## config.mk

```make
export PLATFORM = sky130hd
export DESIGN_NAME = mw_carry_chain_alu_flat
export DESIGN_NICKNAME = d
export VERILOG_FILES = /design/src/rtl/alu_pkg.sv /design/src/rtl/mw_carry_chain_alu_if.sv /design/src/rtl/slice_adder.sv /design/src/rtl/mw_carry_chain_alu.sv /design/src/flat_wrapper.sv
export SDC_FILE = /design/constraint.sdc
export NUM_CORES = 1
export LEC_CHECK = 0
export CORE_MARGIN = 2
export CORE_UTILIZATION = 39
export CTS_CLUSTER_SIZE = 30
export DETAILED_ROUTE_END_ITERATION = 10
export PLACE_DENSITY = 0.74
export SLEW_MARGIN = 30
export SYNTH_ARGS = -nofsm -noshare
export SYNTH_HDL_FRONTEND = slang
export SYNTH_SLANG_ARGS = --single-unit
```

## constraint.sdc

```tcl
create_clock -name clk -period 9.4 [get_ports clk]
set_clock_uncertainty 0.15 [all_clocks]
set_input_delay 1.88 -clock clk [delete_from_list [all_inputs] [get_ports clk]]
set_output_delay 1.88 -clock clk [all_outputs]
set_load 0.05 [all_outputs]
```

## src/rtl/alu_pkg.sv

```systemverilog
// Shared ALU definitions: operation and sequencer state encodings, plus the
// carry-in selection used by both the ALU and the multi-word sequencer.
package alu_pkg;

   typedef enum logic [1:0] {
      OP_ADD = 2'b00,
      OP_SUB = 2'b01,
      OP_ADC = 2'b10,
      OP_SBC = 2'b11
   } op_e;

   typedef enum logic [1:0] {
      S_IDLE = 2'b00,
      S_RUN  = 2'b01,
      S_DONE = 2'b10
   } state_e;

   // Carry-in for the first slice: plain ops start fresh (0 for add, 1 for
   // two's-complement subtract), chained ops continue from the carry flag.
   function automatic logic init_carry(op_e op, logic cflag);
      logic cin;
      case (op)
         OP_ADD:  cin = 1'b0;
         OP_SUB:  cin = 1'b1;
         OP_ADC:  cin = cflag;
         OP_SBC:  cin = cflag;
         default: cin = 1'b0;
      endcase
      return cin;
   endfunction

   // Subtract variants feed the adder with inverted B.
   function automatic logic op_inverts(op_e op);
      return (op == OP_SUB) || (op == OP_SBC);
   endfunction

endpackage

```

## src/rtl/mw_carry_chain_alu_if.sv

```systemverilog
// Request/response bundle of the multi-word ALU sequencer. The master side
// issues operations and consumes results; the slave side is the sequencer.
interface mw_carry_chain_alu_if #(
   parameter int W     = 8,
   parameter int WORDS = 4
);
   import alu_pkg::*;

   localparam int N = W * WORDS;

   logic         start_valid;
   logic         start_ready;
   op_e          op;
   logic [N-1:0] a;
   logic [N-1:0] b;
   logic         clr_carry;
   logic         res_valid;
   logic         res_ready;
   logic [N-1:0] result;
   logic         carry_flag;
   logic         zero_flag;
   logic         neg_flag;
   logic         ovf_flag;

   modport master (
      output start_valid, op, a, b, clr_carry, res_ready,
      input  start_ready, res_valid, result,
             carry_flag, zero_flag, neg_flag, ovf_flag
   );

   modport slave (
      input  start_valid, op, a, b, clr_carry, res_ready,
      output start_ready, res_valid, result,
             carry_flag, zero_flag, neg_flag, ovf_flag
   );

endinterface

```

## src/rtl/slice_adder.sv

```systemverilog
// One W-bit adder pass with optional B inversion; the sequencer reuses this
// single instance for every slice of a multi-word operation.
module slice_adder #(
   parameter int W = 8
) (
   input  logic [W-1:0] a,
   input  logic [W-1:0] b,
   input  logic         inv,
   input  logic         cin,
   output logic [W-1:0] s,
   output logic         co
);

   // (W+1)-bit sum so the top bit is the carry-out of the slice.
   always_comb begin
      {co, s} = {1'b0, a} + {1'b0, b ^ {W{inv}}} + {{W{1'b0}}, cin};
   end

endmodule

```

## src/rtl/mw_carry_chain_alu.sv

```systemverilog
// Multi-word add/subtract sequencer. Walks the operands one W-bit slice per
// clock (LSB first) through a shared slice adder, chaining the carry between
// slices and into a persistent carry flag for ADC/SBC.
module mw_carry_chain_alu
   import alu_pkg::*;
#(
   parameter int W     = 8,
   parameter int WORDS = 4
) (
   input  logic                  clk,
   input  logic                  rst_n,
   mw_carry_chain_alu_if.slave   bus
);

   localparam int N     = W * WORDS;
   localparam int IDX_W = (WORDS > 1) ? $clog2(WORDS) : 1;
   localparam logic [IDX_W-1:0] LAST_IDX = IDX_W'(WORDS - 1);

   state_e           state_q, state_d;
   logic [IDX_W-1:0] idx_q, idx_d;
   logic [N-1:0]     a_q, a_d;
   logic [N-1:0]     b_q, b_d;
   logic             inv_q, inv_d;
   logic             c_q, c_d;
   logic             zacc_q, zacc_d;
   logic [N-1:0]     result_q, result_d;
   logic             carry_q, carry_d;
   logic             zero_q, zero_d;
   logic             neg_q, neg_d;
   logic             ovf_q, ovf_d;
   logic             res_valid_q, res_valid_d;

   logic [W-1:0]     a_sl;
   logic [W-1:0]     b_sl;
   logic [W-1:0]     sum_s;
   logic             sum_co;

   // Select the operand slices addressed by the current slice index.
   always_comb begin
      a_sl = '0;
      b_sl = '0;
      for (int k = 0; k < WORDS; k++) begin
         if (idx_q == IDX_W'(k)) begin
            a_sl = a_q[k*W +: W];
            b_sl = b_q[k*W +: W];
         end
      end
   end

   slice_adder #(.W(W)) u_slice_adder (
      .a   (a_sl),
      .b   (b_sl),
      .inv (inv_q),
      .cin (c_q),
      .s   (sum_s),
      .co  (sum_co)
   );

   // Next-state and datapath updates for the IDLE/RUN/DONE sequencer.
   always_comb begin
      state_d     = state_q;
      idx_d       = idx_q;
      a_d         = a_q;
      b_d         = b_q;
      inv_d       = inv_q;
      c_d         = c_q;
      zacc_d      = zacc_q;
      result_d    = result_q;
      carry_d     = carry_q;
      zero_d      = zero_q;
      neg_d       = neg_q;
      ovf_d       = ovf_q;
      res_valid_d = res_valid_q;

      case (state_q)
         S_IDLE: begin
            if (bus.clr_carry) begin
               carry_d = 1'b0;
            end
            if (bus.start_valid) begin
               a_d     = bus.a;
               b_d     = bus.b;
               inv_d   = op_inverts(bus.op);
               // A same-cycle clear beats the stored carry for chained ops.
               c_d     = init_carry(bus.op, carry_q & ~bus.clr_carry);
               idx_d   = '0;
               zacc_d  = 1'b1;
               state_d = S_RUN;
            end
         end
         S_RUN: begin
            for (int k = 0; k < WORDS; k++) begin
               if (idx_q == IDX_W'(k)) begin
                  result_d[k*W +: W] = sum_s;
               end
            end
            c_d    = sum_co;
            zacc_d = zacc_q & (sum_s == '0);
            idx_d  = idx_q + 1'b1;
            if (idx_q == LAST_IDX) begin
               carry_d     = sum_co;
               zero_d      = zacc_q & (sum_s == '0);
               neg_d       = sum_s[W-1];
               ovf_d       = (a_q[N-1] == (b_q[N-1] ^ inv_q)) &&
                             (sum_s[W-1] != a_q[N-1]);
               res_valid_d = 1'b1;
               state_d     = S_DONE;
            end
         end
         S_DONE: begin
            if (bus.res_ready) begin
               res_valid_d = 1'b0;
               state_d     = S_IDLE;
            end
         end
         default: begin
            res_valid_d = 1'b0;
            state_d     = S_IDLE;
         end
      endcase
   end

   // State and datapath registers; reset discards any in-flight operation.
   always_ff @(posedge clk or negedge rst_n) begin
      if (!rst_n) begin
         state_q     <= S_IDLE;
         idx_q       <= '0;
         a_q         <= '0;
         b_q         <= '0;
         inv_q       <= 1'b0;
         c_q         <= 1'b0;
         zacc_q      <= 1'b0;
         result_q    <= '0;
         carry_q     <= 1'b0;
         zero_q      <= 1'b0;
         neg_q       <= 1'b0;
         ovf_q       <= 1'b0;
         res_valid_q <= 1'b0;
      end else begin
         state_q     <= state_d;
         idx_q       <= idx_d;
         a_q         <= a_d;
         b_q         <= b_d;
         inv_q       <= inv_d;
         c_q         <= c_d;
         zacc_q      <= zacc_d;
         result_q    <= result_d;
         carry_q     <= carry_d;
         zero_q      <= zero_d;
         neg_q       <= neg_d;
         ovf_q       <= ovf_d;
         res_valid_q <= res_valid_d;
      end
   end

   assign bus.start_ready = (state_q == S_IDLE);
   assign bus.res_valid   = res_valid_q;
   assign bus.result      = result_q;
   assign bus.carry_flag  = carry_q;
   assign bus.zero_flag   = zero_q;
   assign bus.neg_flag    = neg_q;
   assign bus.ovf_flag    = ovf_q;

endmodule

```

## src/flat_wrapper.sv

```systemverilog
// flat-port wrapper written by rule: the top's interface ports become plain ports
module mw_carry_chain_alu_flat import alu_pkg::*;
#(
   parameter int W     = 8,
   parameter int WORDS = 4
)
  (clk, rst_n, bus_start_valid, bus_op, bus_a, bus_b, bus_clr_carry, bus_res_ready, bus_start_ready, bus_res_valid, bus_result, bus_carry_flag, bus_zero_flag, bus_neg_flag, bus_ovf_flag);
  mw_carry_chain_alu_if #(.W(W), .WORDS(WORDS)) bus_i ();
  input  logic clk;
  input  logic rst_n;
  input wire logic [$bits(bus_i.start_valid)-1:0] bus_start_valid;
  input wire logic [$bits(bus_i.op)-1:0] bus_op;
  input wire logic [$bits(bus_i.a)-1:0] bus_a;
  input wire logic [$bits(bus_i.b)-1:0] bus_b;
  input wire logic [$bits(bus_i.clr_carry)-1:0] bus_clr_carry;
  input wire logic [$bits(bus_i.res_ready)-1:0] bus_res_ready;
  output wire logic [$bits(bus_i.start_ready)-1:0] bus_start_ready;
  output wire logic [$bits(bus_i.res_valid)-1:0] bus_res_valid;
  output wire logic [$bits(bus_i.result)-1:0] bus_result;
  output wire logic [$bits(bus_i.carry_flag)-1:0] bus_carry_flag;
  output wire logic [$bits(bus_i.zero_flag)-1:0] bus_zero_flag;
  output wire logic [$bits(bus_i.neg_flag)-1:0] bus_neg_flag;
  output wire logic [$bits(bus_i.ovf_flag)-1:0] bus_ovf_flag;
  assign bus_i.start_valid = bus_start_valid;
  assign bus_i.op = bus_op;
  assign bus_i.a = bus_a;
  assign bus_i.b = bus_b;
  assign bus_i.clr_carry = bus_clr_carry;
  assign bus_i.res_ready = bus_res_ready;
  assign bus_start_ready = bus_i.start_ready;
  assign bus_res_valid = bus_i.res_valid;
  assign bus_result = bus_i.result;
  assign bus_carry_flag = bus_i.carry_flag;
  assign bus_zero_flag = bus_i.zero_flag;
  assign bus_neg_flag = bus_i.neg_flag;
  assign bus_ovf_flag = bus_i.ovf_flag;
  mw_carry_chain_alu #(.W(W), .WORDS(WORDS)) u_core (.clk(clk), .rst_n(rst_n), .bus(bus_i));
endmodule
```

==> flow_summary.json, run 1 <==
{
  "min_from": "u_core.bus.result[11]$_DFFE_PN0P_",
  "whs_path_depth": 2,
  "ys_ff_latch": 107,
  "max_freq_mhz": 248,
  "worst-path-max-fanout": 17,
  "area_delta_synth_final_pct": 30.2,
  "wl_per_cell_um": 15.9,
  "setup_viol": 0,
  "fin_util_pct": 51.9,
  "critPathLaunchType": "flip-flop",
  "end_kind": "flip-flop",
  "synth_fa_ha_area_share_pct": 3.55,
  "muxShareOfSynthArea_pct": 15.7,
  "first_global_vias": 3793,
  "synth_top_family_by_area": "multiplexers",
  "ys_async_sr_fraction_pct": 100,
  "drc": 0,
  "post-route-min-period_ns": 4.04,
  "r2r_start": "u_core.idx_q[0]$_DFFE_PN0P_",
  "htree_levels": 3,
  "fill_cells": 1129,
  "outcome": "finished, final reports clean",
  "dominantRegCellSynth": "dfrtp_1",
  "boundaryPins": 109,
  "setup_ws_ns": 5.36,
  "grt_max_degree": 71,
  "clock_latency_ns": 0.35,
  "synth_warnings": 0,
  "gr-usage-all-layers_pct": 17.3,
  "dieArea_mm2": 0.0138,
  "antenna_found_initial": 0,
  "post_cts_resized": 0,
  "worstSetupStartpoint": "u_core.idx_q[0]$_DFFE_PN0P_",
  "dr.pass1.iters": 4,
  "fin_crit_sh_pct": 42.9,
  "worstMarginPinSlew_ns": 0.922,
  "detail_route.vias_per_cell": 5.02,
  "netlist_area_mm2": 0.00501,
  "drt-total-wl_um": 11600,
  "synthXorXnorAreaFrac_pct": 2.45,
  "cts_tree": "yes",
  "chipWidth_um": 117,
  "numCtsBuffers": 9,
  "cts_hold_buf": 0,
  "drt_iter0_drc": 242,
  "clk_pin_slew_ns": 0.08,
  "arrival_ns": 4.15,
  "drv_cap": 0,
  "critPathRequiredTime_ns": 9.52,
  "tns_ns": 0,
  "post-dp-hpwl_um": 8320,
  "syn_nets": 539,
  "r2r-end": "u_core.zacc_q$_DFFE_PN0P_",
  "start_util_pct": 39.9,
  "crit_path_end": "u_core.zacc_q$_DFFE_PN0P_",
  "finalMaxSlewViolations": 0,
  "n_antenna_cell": 0,
  "rsz0062_at_grt": "false",
  "drive_gt1_share_pct": 17.8,
  "avgSynthCellArea_um2": 11.0,
  "core_mm2": 0.0126,
  "cts_buffer_depth": 2,
  "finalHoldViolCount": 0,
  "synth-simple-area-share_pct": 10.7,
  "synth_compound_area_share_pct": 11.3,
  "rows": 41,
  "clock-sinks": 107,
  "synth_cell_types": 40,
  "ys_seq_area_share_pct": 53.5,
  "grt_pass1_wl_um": 19200,
  "critPathKind": "reg -> reg",
  "dp_slack_ns": 5.15,
  "nets": 635,
  "ant_nets": 0,
  "clock-root-buffer": "clkbuf_16",
  "ff2ff_setup_slack_ns": 5.36,
  "dieHeight_um": 117,
  "vias": 3651,
  "syn_inst": 455,
  "synth-edff-count": 0,
  "io_buffers": 108,
  "grt.overflow.total": 0,
  "hp-class": "reg -> reg",
  "relSlewSlack_pct": 38.4,
  "globalplace.congestion": 0.830,
  "reg2reg_depth": 15,
  "postCtsSetupRepairBufs": 0
}
## cell usage in the layout (no fill, tap or decap), drive strengths merged, types with 5 or more instances in the layout
master,Yosys,layout
clkdlybuf4s50,0,107
dfrtp,107,107
nand2,70,70
mux2,69,69
o21ai,52,52
a21oi,37,37
nor2,21,21
inv,6,12
ha,11,11
xor2,10,10
nand3b,9,9
clkbuf,14,9
buf,13,5
## Yosys cell counts, types with 2 or more instances
cell        n  area share, %
a21o_1      2           0.30
a21oi_1    37            3.7
and3_1      2           0.25
buf_1       3           0.22
buf_2       9           0.90
clkbuf_1   14            1.0
dfrtp_1   107             53
fa_1        2           0.80
ha_1       11            2.7
inv_1       6           0.45
mux2_2     69             16
nand2_1    70            5.2
nand2b_1    2           0.25
nand3_1     2           0.20
nand3b_1    9            1.3
nor2_1     21            1.6
nor2b_1     3           0.37
o21ai_0    49            4.9
o21ai_1     2           0.20
o31ai_1     2           0.30
or3_1       2           0.25
xnor2_1     4           0.70
xor2_1     10            1.7
## cell type report
class                      instances  area [um2]  share of cell area, %
sequential                       107        2680                   41.1
multi-input combinational        315        2200                   33.7
timing repair buffer             112        1110                   17.0
clock buffer                       9         225                   3.45
tap                              172         215                   3.30
clock inverter                     7        73.8                   1.13
inverter                           6        22.5                  0.345
## state kept, by name, indices dropped and copies added, names as in the netlist
name,flops
u_core.b_q,32
u_core.state_q,2
u_core.c_q,1
u_core.zacc_q,1
u_core.bus.res_valid,1
u_core.idx_q,2
u_core.bus.carry_flag,1
u_core.bus.ovf_flag,1
u_core.bus.zero_flag,1
u_core.bus.result,32
u_core.inv_q,1
u_core.a_q,32
## worst max-delay path, cell delays in order (launching register included)
cell      delay, ns
dfrtp_1        0.42
inv_1          0.12
ha_1           0.61
nand3b_1       0.14
a21oi_1        0.17
a21oi_1        0.06
o21ai_0        0.21
xnor2_1        0.18
fa_1           0.23
inv_1          0.07
fa_1           0.40
xnor2_1        0.45
and4b_1        0.29
and3_1         0.15
nand4_1        0.12
a21oi_1        0.19
## through the flow
stage	hold WS, ns	cell area [um2]	std cells
2_1_floorplan	0.329	5010	455
3_3_place_gp	0.310	6220	712
3_5_place_dp	0.324	6220	712
4_1_cts	0.342	6520	728
5_1_grt	0.365	6520	728
6_report	0.336	6520	728
## metal layers
layer  wire (um)  track usage [%]  up-vias
met3         537             2.87       14
met5           0                0        -
met2        5680             29.0      107
li1            -                -     1760
met1        5230             22.6     1770
met4         156             6.10        0
## worst min path at each step
stage	to	slack, ns
floorplan	u_core.idx_q[0]$_DFFE_PN0P_	0.33
global placement	u_core.bus.result[27]$_DFFE_PN0P_	0.31
detailed placement	u_core.bus.result[11]$_DFFE_PN0P_	0.32
CTS	u_core.bus.result[11]$_DFFE_PN0P_	0.34
global route	u_core.bus.result[24]$_DFFE_PN0P_	0.36
finish	u_core.bus.result[11]$_DFFE_PN0P_	0.34
## kinds of logic after synthesis
| family | count (synthesis) |
|---|---|
| and+or+nand+nor | 118 |
| DFF | 107 |
| AOI/OAI and AO/OA | 100 |
| muxes | 70 |
| buffers and inverters | 33 |
| xor gates and xnor gates | 14 |
| adders and majority gates | 13 |
Power of run 1 is left out: the tool's default activity adds up to more than one toggle a clock period on the data nets, which glitch-free logic cannot reach.
==> run 2, diff against run 1 <==
- PLACE_DENSITY: 0.74 -> 0.77
- clock period: 9.4 -> 3.7 ns (I/O delays scaled with it)
==> flow_summary.json, run 2 (synthesis gave the netlist of run 1 again) <==
{
  "final_cell_mix": "107 x clkdlybuf4s50_1, 107 x dfrtp_1, 70 x nand2_1",
  "clock-sinks": 107,
  "place_area_mm2": 0.00632,
  "worstMarginPinSlew_ns": 0.898,
  "critPathRequiredTime_ns": 3.82,
  "vias": 3771,
  "numCtsBuffers": 9,
  "chipWidth_um": 117,
  "rows": 41,
  "met1_usage_pct": 22.7,
  "drt_iter0_drc": 294,
  "gr-usage-all-layers_pct": 17.7,
  "setup_ws_ns": 0.211,
  "drv_cap": 0,
  "wl_per_cell_um": 16.1,
  "path_delay_family": "compound AO/OA/AOI/OAI gates",
  "max_freq_mhz": 287,
  "cts_tree": "yes",
  "gr-usage-met3_pct": 4.13,
  "outcome": "finished, final reports clean",
  "drt-total-wl_um": 11900,
  "dieHeight_um": 117,
  "dr.pass1.iters": 5,
  "finalMaxSlewViolations": 0,
  "grt_pass1_wl_um": 19400,
  "htree_levels": 3,
  "use_met2_pct": 30.1,
  "hp-class": "in -> async",
  "drive_gt1_share_pct": 20.8,
  "path_cells": "inv_1 > ha_1 > buf_4 > nand3b_1 > a21oi_1 > a21oi_1 > o21ai_0 > xor2_1 > ha_1 > nand2_1 > a211oi_4 > o32a_2 > o21ai_4 > or3_1 > a41oi_2",
  "post-dp-hpwl_um": 8740,
  "critPathKind": "reg -> reg",
  "relSlewSlack_pct": 40.0,
  "clk_pin_slew_ns": 0.07,
  "rsz0062_at_grt": "false",
  "boundaryPins": 109,
  "r2r-end": "u_core.bus.ovf_flag$_DFFE_PN0P_",
  "fin_crit_sh_pct": 94.3,
  "ant_nets": 0,
  "tns_ns": 0,
  "timing.hold.ws_ns": 0.229,
  "dp_slack_ns": 0.00959,
  "start_util_pct": 39.9,
  "globalplace.congestion": 0.822,
  "first_global_vias": 3825,
  "grt_max_degree": 71,
  "grt.overflow.total": 0,
  "end_kind": "flip-flop",
  "cts_buffer_depth": 2,
  "cts_hold_buf": 0,
  "clock-root-buffer": "clkbuf_16",
  "dieArea_mm2": 0.0138,
  "detail_route.vias_per_cell": 5.10,
  "area_delta_synth_final_pct": 33.5,
  "final_area_mm2": 0.00669,
  "nets": 646,
  "max_stage_delay_ns": 0.42,
  "r2r_start": "u_core.idx_q[0]$_DFFE_PN0P_",
  "io_buffers": 108,
  "finalHoldViolCount": 0,
  "setup_viol": 0,
  "n_antenna_cell": 0,
  "reg2reg_depth": 15,
  "arrival_ns": 3.60,
  "ff2ff_setup_slack_ns": 0.21,
  "core_mm2": 0.0126,
  "post-route-min-period_ns": 3.49,
  "critPathLaunchType": "flip-flop",
  "clock_latency_ns": 0.34,
  "cp_slowest_cell": "dfrtp_1",
  "cp_num_buf_inv": 2,
  "top_usage_layer": "met2",
  "drc": 0,
  "antenna_found_initial": 0,
  "worst-path-max-fanout": 9
}
run 2: cell types whose count changed in the layout (fill, tap and decap cells not counted), sizes merged:
cell,before,now
bufinv,0,1
clkinvlp,0,1
inv,12,10
buf,5,16
run 2: cell type report:
class	instances	area, um2
clock buffer	9	225
clock inverter	7	82.6
fill	1073	5880
inverter	6	22.5
multi-input combinational	315	2240
sequential	107	2680
tap	172	215
timing repair buffer	123	1220
run 2: repair_timing:
action | in CTS | in global routing
pin swaps | 0 | 6
resized for setup | 1 | 14
setup buffers | 0 | 1
endpoints found under the setup margin | 1 | 8
run 2: worst reg2reg max path, delay by kind of cell, from the launching register on:
| kind | cells | cell delay [ns] |
|---|---|---|
| AND/OR/NAND/NOR | 3 | 0.61 |
| buffers and inverters | 2 | 0.29 |
| adder cells (fa/ha/maj) | 2 | 0.60 |
| AO/OA/AOI/OAI | 7 | 1.21 |
| flip-flops | 1 | 0.42 |
| XOR/XNOR | 1 | 0.13 |
run 2: worst max-delay path by stage:
stage                                     start                               to  depth (start not counted)
finish              u_core.idx_q[0]$_DFFE_PN0P_  u_core.bus.ovf_flag$_DFFE_PN0P_                         15
CTS                 u_core.idx_q[1]$_DFFE_PN0P_        u_core.zacc_q$_DFFE_PN0P_                         16
global route        u_core.idx_q[0]$_DFFE_PN0P_  u_core.bus.ovf_flag$_DFFE_PN0P_                         15
floorplan           u_core.idx_q[0]$_DFFE_PN0P_        u_core.zacc_q$_DFFE_PN0P_                         17
detailed placement  u_core.idx_q[1]$_DFFE_PN0P_        u_core.zacc_q$_DFFE_PN0P_                         16
global placement    u_core.idx_q[1]$_DFFE_PN0P_        u_core.zacc_q$_DFFE_PN0P_                         16
run 2: metrics by stage:
stage | utilization (%) | instances
global route | 53.2 | 739
global placement | 50.3 | 722
finish | 53.2 | 739
CTS | 52.8 | 738
floorplan | - | 455
detailed placement | 50.3 | 722
run 2: layer usage:
layer / vias up / routed length [um] / part of all wire, %
met4: 0 / 186 / 1.6
li1: 1778 / - / -
met5: - / 0 / 0
met1: 1846 / 5080 / 43
met2: 132 / 5930 / 50
met3: 15 / 739 / 6.2
Power of run 2 is left out for the same reason.
==> RTL edit, RTL diff (flow settings as in run 1) <==
Reset style: synchronous (`rst_n`), changed in one clocked block.
--- a/src/rtl/mw_carry_chain_alu.sv
+++ b/src/rtl/mw_carry_chain_alu.sv
@@ -123,3 +123,3 @@
    // State and datapath registers; reset discards any in-flight operation.
-   always_ff @(posedge clk or negedge rst_n) begin
+   always_ff @(posedge clk) begin
       if (!rst_n) begin
Formal check against the unedited RTL: differs if rst_n is asserted again (counterexample within 4 cycles, from zero or initial values and one cycle with rst_n low); with rst_n held inactive, the same outputs for 10 cycles.
==> RTL edit against run 1 <==
- area after synthesis grew 0.37%
- worst setup slack lost 370 ps
- sequential cell count unchanged
- routed wire length grew 11%
- largest cell class is now multi-input gates
- core utilization down 0.90 points
- cell area shrank 1.3%
- hold slack worse by 13 ps
==> RTL edit: results (changes against run 1) <==
slowest stage delay, CP -> 560 ps (-50 ps)
share of layout cells above drive strength 1 -> 0.0319 (-0.146)
worst-skew pair later-pin latency -> 350 ps (about the same)
gpl congestion -> 0.888 (+7.0%)
first-pass GRT wire length -> 21100 microns (+9.5%)
hold endpoint -> u_core.b_q[7]$_SDFFE_PN0P_
critical hold path startpoint -> u_core.b_q[7]$_SDFFE_PN0P_
Area contributors post-synth -> dfxtp_1 43%, nand2_1 17%, a21boi_0 13%, a21oi_1 3.8%, clkbuf_1 3.0%
largest net degree at the start of global routing -> 110 (+55%)
register area share after synthesis -> 0.426 (-0.109)
async set-reset flop share out of synthesis -> 0 (-1.00)
DRT iter0 DRCs -> 232 (-4.1%)
M1 wire length -> 5800 microns (+11%)
Post-synth top flop -> dfxtp_1
met3 WL -> 631 microns (+18%)
worst r2r src -> u_core.idx_q[0]$_SDFFE_PN0P_
detailed placer's ending HPWL -> 9230 microns (+11%)
# nets final -> 801 (+26%)
status -> completed
gr usage total -> 0.186 (+0.0136)
Ant. Diodes -> 0 (unchanged)
commonest cells in the netlist -> 223 x nand2_1, 107 x dfxtp_1, 89 x a21boi_0, 40 x clkbuf_1, 38 x a21oi_1
DR pass1 iterations -> 5 (+1)
clock tree root buffer cell -> clkbuf_16
r2r worst-path depth -> 15 (unchanged)
worst-path maximum fanout -> 18 (+1)
via/cell ratio -> 4.97 (-0.97%)
vias in the first global route -> 4460 (+18%)
CTS Buf Count -> 9 (unchanged)
DRC violations left -> 0 (unchanged)
WL met2 -> 6260 microns (+10%)
number of fill cells -> 1227 (+8.7%)
FF-to-FF setup slack -> 4990 ps (-370 ps)
FF-to-FF End -> u_core.zacc_q$_SDFFE_PN0P_
routed length per instance -> 14.4 microns (-9.6%)
relative slew slack -> 0.382 (-0.00253)
RTL edit: changes by cell type after synthesis, moves of 9 or more:
| cell | change |
|---|---|
| a21boi_0 | +89 |
| buf_2 | -9 |
| clkbuf_1 | +26 |
| dfrtp_1 | -107 |
| dfxtp_1 | +107 |
| mux2_2 | -69 |
| nand2_1 | +153 |
| o211a_1 | +12 |
| o21ai_0 | -29 |
RTL edit: layout make-up:
class,instances,area share
Multi-Input combinational cell,482,0.419
Sequential cell,107,0.333
Clock inverter,5,0.00603
Inverter,8,0.00467
Timing Repair Buffer,109,0.168
Tap cell,172,0.0335
Clock buffer,10,0.0356
RTL edit: worst max-delay path: cells and delay by family, from the launching register on:
family | cells | cell delay [ps]
xor+xnor | 1 | 120
compound gates | 6 | 910
simple gates | 4 | 1190
buf+inv | 1 | 110
fa+ha+maj | 3 | 1490
flops | 1 | 340
RTL edit: layer usage:
metal  vias up  global-route usage
met5         -                   0
met3        13              0.0373
li1       2282                   -
met4         0              0.0572
met2        96               0.328
met1      2044               0.229
RTL edit: through the flow:
step | cells | worst slack, ps | hold WS (ps) | instance area (sq um)
finish | 893 | 4990 | 323 | 6430
global route | 893 | 4680 | 342 | 6430
CTS | 893 | 4700 | 325 | 6420
detailed placement | 878 | 4740 | 315 | 6160
global placement | 878 | 4880 | 307 | 6150
floorplan | 644 | 5350 | 293 | 5030
RTL edit: cell families after synthesis:
kind of cell | after synthesis | share of synthesized area
AOI/OAI and AO/OA | 174 | 0.239
xor gates and xnor gates | 14 | 0.0244
adders and majority gates | 13 | 0.0353
buffers and inverters | 55 | 0.0418
DFF | 107 | 0.426
muxes | 3 | 0.00597
and+or+nand+nor | 278 | 0.228
RTL edit: how the worst max path moves through the flow:
| stage | endpoint | slack, ps | start |
|---|---|---|---|
| 5_1_grt | u_core.bus.zero_flag$_SDFFE_PN0P_ | 4680 | u_core.idx_q[0]$_SDFFE_PN0P_ |
| 3_3_place_gp | u_core.bus.zero_flag$_SDFFE_PN0P_ | 4880 | u_core.idx_q[1]$_SDFFE_PN0P_ |
| 4_1_cts | u_core.zacc_q$_SDFFE_PN0P_ | 4700 | u_core.idx_q[1]$_SDFFE_PN0P_ |
| 6_report | u_core.zacc_q$_SDFFE_PN0P_ | 4990 | u_core.idx_q[0]$_SDFFE_PN0P_ |
| 3_5_place_dp | u_core.zacc_q$_SDFFE_PN0P_ | 4740 | u_core.idx_q[1]$_SDFFE_PN0P_ |
| 2_1_floorplan | u_core.bus.zero_flag$_SDFFE_PN0P_ | 5350 | u_core.idx_q[0]$_SDFFE_PN0P_ |
RTL edit: where the power goes:
group	switching, mW	total (mW)	internal [mW]	leakage (nW)
logic	0.111	0.193	0.0819	1.45
clock network	0.169	0.350	0.180	0.129
registers	0.0150	0.491	0.476	0.874
total	0.295	1.03	0.738	2.46
